==> src/rtl/bt656_pkg.sv <==
`default_nettype none
// +----------------------------------------------------------------------+
// | Module  : bt656_pkg                                                  |
// | Brief   : Shared constants, field indices and FSM encoding for the   |
// |           BT.656 sync decoder.                                       |
// | Revision: 1.0                                                        |
// +----------------------------------------------------------------------+
package bt656_pkg;

  localparam logic [7:0] C_PRE_FF = 8'hFF;
  localparam logic [7:0] C_PRE_00 = 8'h00;

  localparam int unsigned C_XY_ONE = 7;
  localparam int unsigned C_XY_F   = 6;
  localparam int unsigned C_XY_V   = 5;
  localparam int unsigned C_XY_H   = 4;

  localparam int unsigned C_ERR_XY  = 0;
  localparam int unsigned C_ERR_ODD = 1;
  localparam int unsigned C_ERR_LEN = 2;

  typedef enum logic [2:0] {
    ST_SEARCH = 3'd0,
    ST_PRE1   = 3'd1,
    ST_PRE2   = 3'd2,
    ST_PRE3   = 3'd3,
    ST_ACTIVE = 3'd4
  } state_t;

endpackage
`default_nettype wire

==> src/rtl/bt656_xy_check.sv <==
`default_nettype none
// +----------------------------------------------------------------------+
// | Module  : bt656_xy_check                                             |
// | Brief   : Splits a BT.656 XY byte into F/V/H and checks protection.  |
// | Revision: 1.0                                                        |
// +----------------------------------------------------------------------+
module bt656_xy_check
  import bt656_pkg::*;
(
  input  logic [7:0] i_xy,
  output logic       o_f,
  output logic       o_v,
  output logic       o_h,
  output logic       o_valid
);

  logic [3:0] w_p_exp;

  assign o_f     = i_xy[C_XY_F];
  assign o_v     = i_xy[C_XY_V];
  assign o_h     = i_xy[C_XY_H];
  assign w_p_exp = {o_v ^ o_h, o_f ^ o_h, o_f ^ o_v, o_f ^ o_v ^ o_h};
  assign o_valid = i_xy[C_XY_ONE] && (i_xy[3:0] == w_p_exp);

endmodule
`default_nettype wire

==> src/rtl/bt656_sync_decoder.sv <==
`default_nettype none
// +----------------------------------------------------------------------+
// | Module  : bt656_sync_decoder                                         |
// | Brief   : BT.656 SAV/EAV parser producing tagged YCbCr 4:2:2 pixels, |
// |           frame geometry and sticky protocol errors.                 |
// | Revision: 1.0                                                        |
// +----------------------------------------------------------------------+
module bt656_sync_decoder
  import bt656_pkg::*;
#(
  parameter int MAX_W_BITS = 12,
  parameter int MAX_H_BITS = 11
) (
  input  logic                  ACLK,
  input  logic                  ARESETn,
  input  logic                  enable_i,
  input  logic                  err_clr_i,
  input  logic [7:0]            data_i,
  output logic [15:0]           pix_data_o,
  output logic                  pix_valid_o,
  output logic                  sof_o,
  output logic                  eol_o,
  output logic                  locked_o,
  output logic [MAX_W_BITS-1:0] width_o,
  output logic [MAX_H_BITS-1:0] height_o,
  output logic [2:0]            err_o
);

  state_t r_state, w_state_nxt;

  logic w_v, w_h, w_xy_ok;
  logic w_is_code, w_code_ok, w_code_bad, w_sav_act, w_vblank;
  logic w_lock_now, w_enter_active, w_act_byte, w_act_ff, w_flush_out;
  logic [2:0] w_err_set;

  logic        r_phase, r_cap_vld, r_hold_vld, r_flush;
  logic [7:0]  r_chroma;
  logic [15:0] r_cap, r_hold, r_pix_data;
  logic        r_pix_valid, r_sof, r_eol;
  logic        r_locked, r_armed, r_sof_pend, r_ref_vld;
  logic [MAX_W_BITS-1:0] r_pix_cnt, r_ref, r_width;
  logic [MAX_H_BITS-1:0] r_line_cnt, r_height;
  logic [2:0]  r_err;

  bt656_xy_check u_xy_check (
    .i_xy    (data_i),
    .o_f     (),
    .o_v     (w_v),
    .o_h     (w_h),
    .o_valid (w_xy_ok)
  );

  assign w_is_code  = enable_i && (r_state == ST_PRE3);
  assign w_code_ok  = w_is_code && w_xy_ok;
  assign w_code_bad = w_is_code && !w_xy_ok;
  assign w_sav_act  = w_code_ok && !w_h && !w_v;
  assign w_vblank   = w_code_ok && w_v;
  // The SAV that achieves lock already opens its own line.
  assign w_lock_now     = w_sav_act && r_armed;
  assign w_enter_active = w_sav_act && (r_locked || r_armed);
  assign w_act_byte  = enable_i && (r_state == ST_ACTIVE) && (data_i != C_PRE_FF);
  assign w_act_ff    = enable_i && (r_state == ST_ACTIVE) && (data_i == C_PRE_FF);
  assign w_flush_out = enable_i && !r_cap_vld && r_flush && r_hold_vld;

  assign w_err_set[C_ERR_XY]  = w_code_bad;
  assign w_err_set[C_ERR_ODD] = w_act_ff && r_phase;
  assign w_err_set[C_ERR_LEN] = w_flush_out && r_ref_vld && (r_pix_cnt != r_ref);

  always_comb begin
    w_state_nxt = r_state;
    case (r_state)
      ST_SEARCH: if (data_i == C_PRE_FF) w_state_nxt = ST_PRE1;
      ST_PRE1:   w_state_nxt = (data_i == C_PRE_00) ? ST_PRE2 : ST_SEARCH;
      ST_PRE2:   w_state_nxt = (data_i == C_PRE_00) ? ST_PRE3 : ST_SEARCH;
      ST_PRE3:   w_state_nxt = w_enter_active ? ST_ACTIVE : ST_SEARCH;
      ST_ACTIVE: if (data_i == C_PRE_FF) w_state_nxt = ST_PRE1;
      default:   w_state_nxt = ST_SEARCH;
    endcase
    if (!enable_i) w_state_nxt = ST_SEARCH;
  end

  always_ff @(posedge ACLK) begin
    if (!ARESETn) r_state <= ST_SEARCH;
    else          r_state <= w_state_nxt;
  end

  always_ff @(posedge ACLK) begin
    if (!ARESETn) begin
      r_phase <= 1'b0;      r_cap_vld <= 1'b0;  r_hold_vld <= 1'b0; r_flush <= 1'b0;
      r_chroma <= '0;       r_cap <= '0;        r_hold <= '0;       r_pix_data <= '0;
      r_pix_valid <= 1'b0;  r_sof <= 1'b0;      r_eol <= 1'b0;
      r_locked <= 1'b0;     r_armed <= 1'b0;    r_sof_pend <= 1'b0; r_ref_vld <= 1'b0;
      r_pix_cnt <= '0;      r_ref <= '0;        r_width <= '0;
      r_line_cnt <= '0;     r_height <= '0;
    end else begin
      r_pix_valid <= 1'b0;
      r_sof       <= 1'b0;
      r_eol       <= 1'b0;
      r_cap_vld   <= 1'b0;
      r_flush     <= w_act_ff;
      if (!enable_i) begin
        // Partial-frame state is dropped so the next frame measures cleanly.
        r_phase <= 1'b0;  r_hold_vld <= 1'b0; r_locked <= 1'b0; r_armed <= 1'b0;
        r_sof_pend <= 1'b0; r_pix_cnt <= '0; r_line_cnt <= '0; r_ref_vld <= 1'b0;
      end else begin
        if (w_act_byte) begin
          if (!r_phase) begin
            r_chroma <= data_i;
          end else begin
            r_cap     <= {r_chroma, data_i};
            r_cap_vld <= 1'b1;
            r_pix_cnt <= r_pix_cnt + 1'b1;
          end
          r_phase <= ~r_phase;
        end
        if (w_act_ff || w_enter_active) r_phase <= 1'b0;
        if (w_enter_active) r_pix_cnt <= '0;

        if (r_cap_vld) begin
          if (r_hold_vld) begin
            r_pix_data  <= r_hold;
            r_pix_valid <= 1'b1;
            r_sof       <= r_sof_pend;
            r_sof_pend  <= 1'b0;
          end
          r_hold     <= r_cap;
          r_hold_vld <= 1'b1;
        end else if (w_flush_out) begin
          r_pix_data  <= r_hold;
          r_pix_valid <= 1'b1;
          r_eol       <= 1'b1;
          r_sof       <= r_sof_pend;
          r_sof_pend  <= 1'b0;
          r_hold_vld  <= 1'b0;
          r_line_cnt  <= r_line_cnt + 1'b1;
          r_pix_cnt   <= '0;
          if (!r_ref_vld) begin
            r_ref     <= r_pix_cnt;
            r_ref_vld <= 1'b1;
          end
        end

        if (w_vblank) begin
          r_armed <= 1'b1;
          if (r_line_cnt != '0) begin
            r_width    <= r_ref;
            r_height   <= r_line_cnt;
            r_line_cnt <= '0;
            r_ref_vld  <= 1'b0;
          end
        end
        // Armed is consumed so every frame gets exactly one sof.
        if (w_lock_now) begin
          r_locked   <= 1'b1;
          r_sof_pend <= 1'b1;
          r_armed    <= 1'b0;
        end
      end
    end
  end

  always_ff @(posedge ACLK) begin
    if (!ARESETn)       r_err <= '0;
    else if (err_clr_i) r_err <= '0;
    else                r_err <= r_err | w_err_set;
  end

  assign pix_data_o  = r_pix_data;
  assign pix_valid_o = r_pix_valid;
  assign sof_o       = r_sof;
  assign eol_o       = r_eol;
  assign locked_o    = r_locked;
  assign width_o     = r_width;
  assign height_o    = r_height;
  assign err_o       = r_err;

endmodule
`default_nettype wire

==> config.mk <==
export PLATFORM = sky130hd
export DESIGN_NAME = bt656_sync_decoder
export DESIGN_NICKNAME = d
export VERILOG_FILES = /design/src/rtl/bt656_pkg.sv /design/src/rtl/bt656_xy_check.sv /design/src/rtl/bt656_sync_decoder.sv
export SDC_FILE = /design/constraint.sdc
export NUM_CORES = 1
export LEC_CHECK = 0
export BUFFER_PORTS_ARGS = -buffer_cell sky130_fd_sc_hd__buf_2
export CORE_MARGIN = 1.5
export CORE_UTILIZATION = 35
export CTS_CLUSTER_SIZE = 16
export DETAILED_ROUTE_END_ITERATION = 16
export PLACE_DENSITY = 0.57
export REMOVE_ABC_BUFFERS = 1
export SLEW_MARGIN = 20
export SYNTH_ARGS = -nofsm -noshare
export SYNTH_HDL_FRONTEND = slang
export SYNTH_HIERARCHICAL = 1
export SYNTH_SLANG_ARGS = --single-unit
==> constraint.sdc <==
create_clock -name ACLK -period 4.83 [get_ports ACLK]
set_input_delay 0.7245 -clock ACLK [delete_from_list [all_inputs] [get_ports ACLK]]
set_output_delay 0.7245 -clock ACLK [all_outputs]
set_load 0.01 [all_outputs]
; ---- Yosys cells after proc, flatten, opt, wreduce, memory -nomap -nowiden
; Index checks and enable logic that the tools add are counted.
[totals]
out_inout_bits = 46
ramBits = 0
latch_bits = 0
mem_count = 0
register_bits = 131
rom_bits = 0
inputBits = 12
[classes]
n_shift = 0
n_bitwise = 10
n_reduce_logical = 43
mul = 0
n_mux = 33
addsub = 2
magnitude_cmp = 0
div_mod_pow = 0
n_eq_ne = 11
[op_table]
columns = cell, count
row1 = $mux 12, 5
row2 = $mux 16, 3
row3 = $mux 11, 4
row4 = $logic_and 1x1->1, 18
row5 = $mux 1, 16
row6 = $reduce_and 3->1, 5
row7 = $add 12x1->12 const B, 1
row8 = $ne 12x12->1, 1
row9 = $pmux 3 s4, 1
row10 = $add 11x1->11 const B, 1
row11 = $reduce_bool 11->1, 1
row12 = $reduce_or 3->1, 3
row13 = $eq 8x8->1 const B, 1
row14 = $logic_not 8->1, 1
row15 = $ne 8x8->1 const B, 1
row16 = $eq 3x2->1 const B, 2
row17 = $mux 3, 2
row18 = $reduce_and 2->1, 3
row19 = $not 1->1, 5
row20 = $eq 4x4->1, 1
row21 = $logic_not 1->1, 4
row22 = $mux 2, 2
row23 = $ne 2x1->1 const B, 2
row24 = $reduce_and 4->1, 1
row25 = other kinds (10), 15

; ---- Longest topological paths before layout
[depth]
ltp_word = 11
ltp_mapped = 10

; ---- Cells and area by module
; Netlist, hierarchy kept.
[by_module_without_submodules]
columns = module, cells_per_inst, area_per_inst_um2, instances
row1 = bt656_sync_decoder, 589, 5360.1, 1
row2 = bt656_xy_check, 21, 146.4, 1

; ---- Least setup slack after synthesis
; No wires, ideal clock.
[synth_timing]
path_kind = in2reg
startpoint = input port data_i[0]
endpoint = register r_height[10], in the netlist height_o[10]
path_slack_ps = 2124
cell_stages = 10
arrival_ps = 2586
t_required_ps = 4710
path_cell_list = or3_2 > a21oi_1 > a211o_1 > and4_1 > and3_1 > buf_2 > o41a_1 > buf_2 > buf_2 > o21ai_1
[synth_between]
elab_chain_cells = 5
[synth_rtl]
columns = element, line
row1 = from (decl), bt656_sync_decoder.sv:18  ; input logic [7:0] data_i,
row2 = $eq 4x4->1, bt656_xy_check.sv:23  ; assign o_valid = i_xy[C_XY_ONE] && (i_xy[3:0] == w_p_exp);
row3 = $logic_and 1x1->1, bt656_xy_check.sv:23
row4 = via w_xy_ok, bt656_sync_decoder.sv:31  ; logic w_v, w_h, w_xy_ok;
row5 = $logic_and 1x1->1, bt656_sync_decoder.sv:54  ; assign w_code_ok = w_is_code && w_xy_ok;
row6 = $logic_and 1x1->1, bt656_sync_decoder.sv:57  ; assign w_vblank = w_code_ok && w_v;
row7 = $reduce_and 3->1 (no source line), --
row8 = to (signal assigned), bt656_sync_decoder.sv:147  ; r_height <= r_line_cnt;
row9 = to (decl), bt656_sync_decoder.sv:42  ; logic [MAX_H_BITS-1:0] r_line_cnt, r_height;
; The timed path passes the listed nets, and every way through them passes these cells.
; A chain may end at the register's enable or synchronous reset.

; ---- Worst setup path in the final report
[layout_timing]
startpoint = input port data_i[4]
endpoint = register r_width[0], in the netlist width_o[0]
[layout_between]
elab_chain_cells = 6
elab_cells_between_ends = 8
[layout_rtl]
columns = element, line
row1 = $xor 1x1->1, bt656_xy_check.sv:22  ; assign w_p_exp = {o_v ^ o_h, o_f ^ o_h, o_f ^ o_v, o_f ^ o_v ^ o_h};
row2 = $eq 4x4->1 (*), bt656_xy_check.sv:23
row3 = $logic_and 1x1->1 (*), bt656_xy_check.sv:23
row4 = via w_xy_ok, bt656_sync_decoder.sv:31
row5 = $logic_and 1x1->1 (*), bt656_sync_decoder.sv:54
row6 = $logic_and 1x1->1 (*), bt656_sync_decoder.sv:57
row7 = $reduce_and 3->1 (no source line) (*), --
row8 = to (signal assigned), bt656_sync_decoder.sv:146  ; r_width <= r_ref;
row9 = to (decl), bt656_sync_decoder.sv:41  ; logic [MAX_W_BITS-1:0] r_pix_cnt, r_ref, r_width;
; The timed path passes the listed nets; every way through them passes the cells marked *.

==> reports/qor.yml <==
synthesis.yosys.warnings: 6
layout.cells.non_filler: 873
numClockSinks: 131
grt_start_max_net_pins: 109
ff2ff_setup_slack_ns: 2.55
syn-instance-count: 609
io_pins: 58
gp_congestion: 0.7996
dp_hpwl_um: 8001
drt_pre_antenna_iters: 4
antenna_found_initial: 0
measured_slew_at_the_worst_slew_check_pin_ns: 1.077
power-per-cell-area_nw_per_um2: 360.9
placed_area_um2: 5884
timing_max_transition_violations_final: 0
run_status: "finished clean"
synth_area_um2: 5499
clock-root-buffer: "sky130_fd_sc_hd__clkbuf_16"
rsz0062_at_grt: "false"
total_power_w: 0.002327
final.min_clock_period_ns: 3.027
buffer_ports.inserted: 57
dpl.cell_count: 840
flow.area_growth_from_synthesis_pct: 17.27
arrival_ns: 3.36
vdd_ir_drop_max_v: 0.0002686
cts_tree: "built"
final_net_count: 664
hold_viol_final: 0
wirelength_um: 12130
fp-row-count: 45
ctsHtreeMaxLevel: 4
worst-endpoint-required_ns: 5.16
post_cts_hold_buffer_count: 0
detail_route.drc_violations: 0
dieArea_um2: 16470
p_leak_nw: 2.488
ctsResizeCount: 0
start_util_pct: 36.04
grt_pass1_vias: 4190
setup_skew_after_layout_ns: 0.006782
crit_type: "in2reg"
core_area_um2: 15260
final.hold.worst_slack_ns: 0.4470
maximum_clock_frequency_ghz: 0.3304
global_route.overflow_total: 0
worst_setup_path_end_kind: "flop"
cts_setup_buffers: 0
fp.dieW_um: 128.3
post_drt_via_cell_ratio: 4.973
groute.usage.overall_pct: 15.70
wire_per_inst_um: 13.89
min_period_over_period_pct: 62.66
antennaDiodeCount: 0
share_of_post_route_cells_with_drive_strength_above_1_pct: 15.41
holdCritPathClass: "reg2reg"
setup_tns_ns: 0
detail_route.iter0.violations: 180
critical_path.max_fanout: 30
vias: 4341
worst_reg2reg_path_depth: 5
timing.critical_path.from_type: "input pin"
clkLatencyLatePin_ns: 0.41
syn-mean-instance-area_um2: 9.030
slew-limit-headroom_pct: 27.87
number_of_clock_buffers_inserted_by_tritoncts: 17
grt_pass1_wl_um: 20450
holdPathStages: 2
die_h_um: 128.3
cap_viol_max_count: 0
postLayoutCellArea_um2: 6449
clk_transition_reported_paths_ns: 0.05
antenna_left: 0
cts.path.max_buffers: 2
finalSetupViolations: 0
[worst max-delay path: stages]
cell and delay, ns:
sky130_fd_sc_hd__buf_2 0.17, sky130_fd_sc_hd__or3_2 0.46, sky130_fd_sc_hd__a21oi_1 0.13, sky130_fd_sc_hd__a211o_1 0.11
sky130_fd_sc_hd__and4_1 0.29, sky130_fd_sc_hd__and3_1 0.40, sky130_fd_sc_hd__o41a_1 0.36, sky130_fd_sc_hd__buf_4 0.44
sky130_fd_sc_hd__mux2i_1 0.26
[flip-flops by register name (all words and copies together), names as in the netlist, 3 cells and up]
name and flops:
width_o 12, err_o 3, r_ref 12, r_pix_cnt 12, r_chroma 8, r_line_cnt 11
height_o 11, pix_data_o 16, r_cap 16, r_state 3, r_hold 16
[worst paths after layout]
kind,end,startpoint
min reg2reg,height_o[8],height_o[8]
min,height_o[8],height_o[8]
max,width_o[0],data_i[4]
max reg2reg,width_o[0],r_state[1]
[power breakdown]
part	internal (W)	total, W	switching [W]
combinational	0.0000173	0.0000508	0.0000335
clock	0.000742	0.00120	0.000454
sequential	0.00108	0.00108	0.0000000115
[per-stage QoR]
| step | utilization, % | setup slack (ns) |
|---|---|---|
| after floorplan | - | 1.489 |
| after global placement | 38.57 | 1.542 |
| after detailed placement | 38.57 | 1.428 |
| after CTS | 42.21 | 1.858 |
| after global routing | 42.26 | 1.661 |
| final | 42.26 | 1.803 |
[area by class of cell]
class | count | area, um^2
fill | 1547 | 8810
sequential | 131 | 2623
timing repair buffer | 62 | 322.8
inverter | 8 | 30.03
tap | 211 | 264.0
clock buffer | 22 | 474.2
clock inverter | 10 | 82.58
multi-input combinational | 429 | 2653
[cell usage in the layout, fill, tap and decap left out, drive strengths merged, types with 9 or more instances in the layout]
master / n
nor2: 15
mux2i: 41
dfxtp: 131
a21oi: 15
o21ai: 29
clkbuf: 23
xnor2: 15
nand2: 125
nor3: 16
nor2b: 26
a21boi: 44
nand3: 17
buf: 61
nand4: 9
[metal layers]
layer / vias to the layer above / share of wire (%) / global-route usage [%]
li1: 2184 / - / -
met1: 2065 / 47 / 19.14
met4: 0 / 1.6 / 5.618
met2: 74 / 48 / 26.47
met3: 18 / 3.5 / 4.574
met5: - / 0 / 0
No activity file was read; power rests on OpenSTA's default activity.
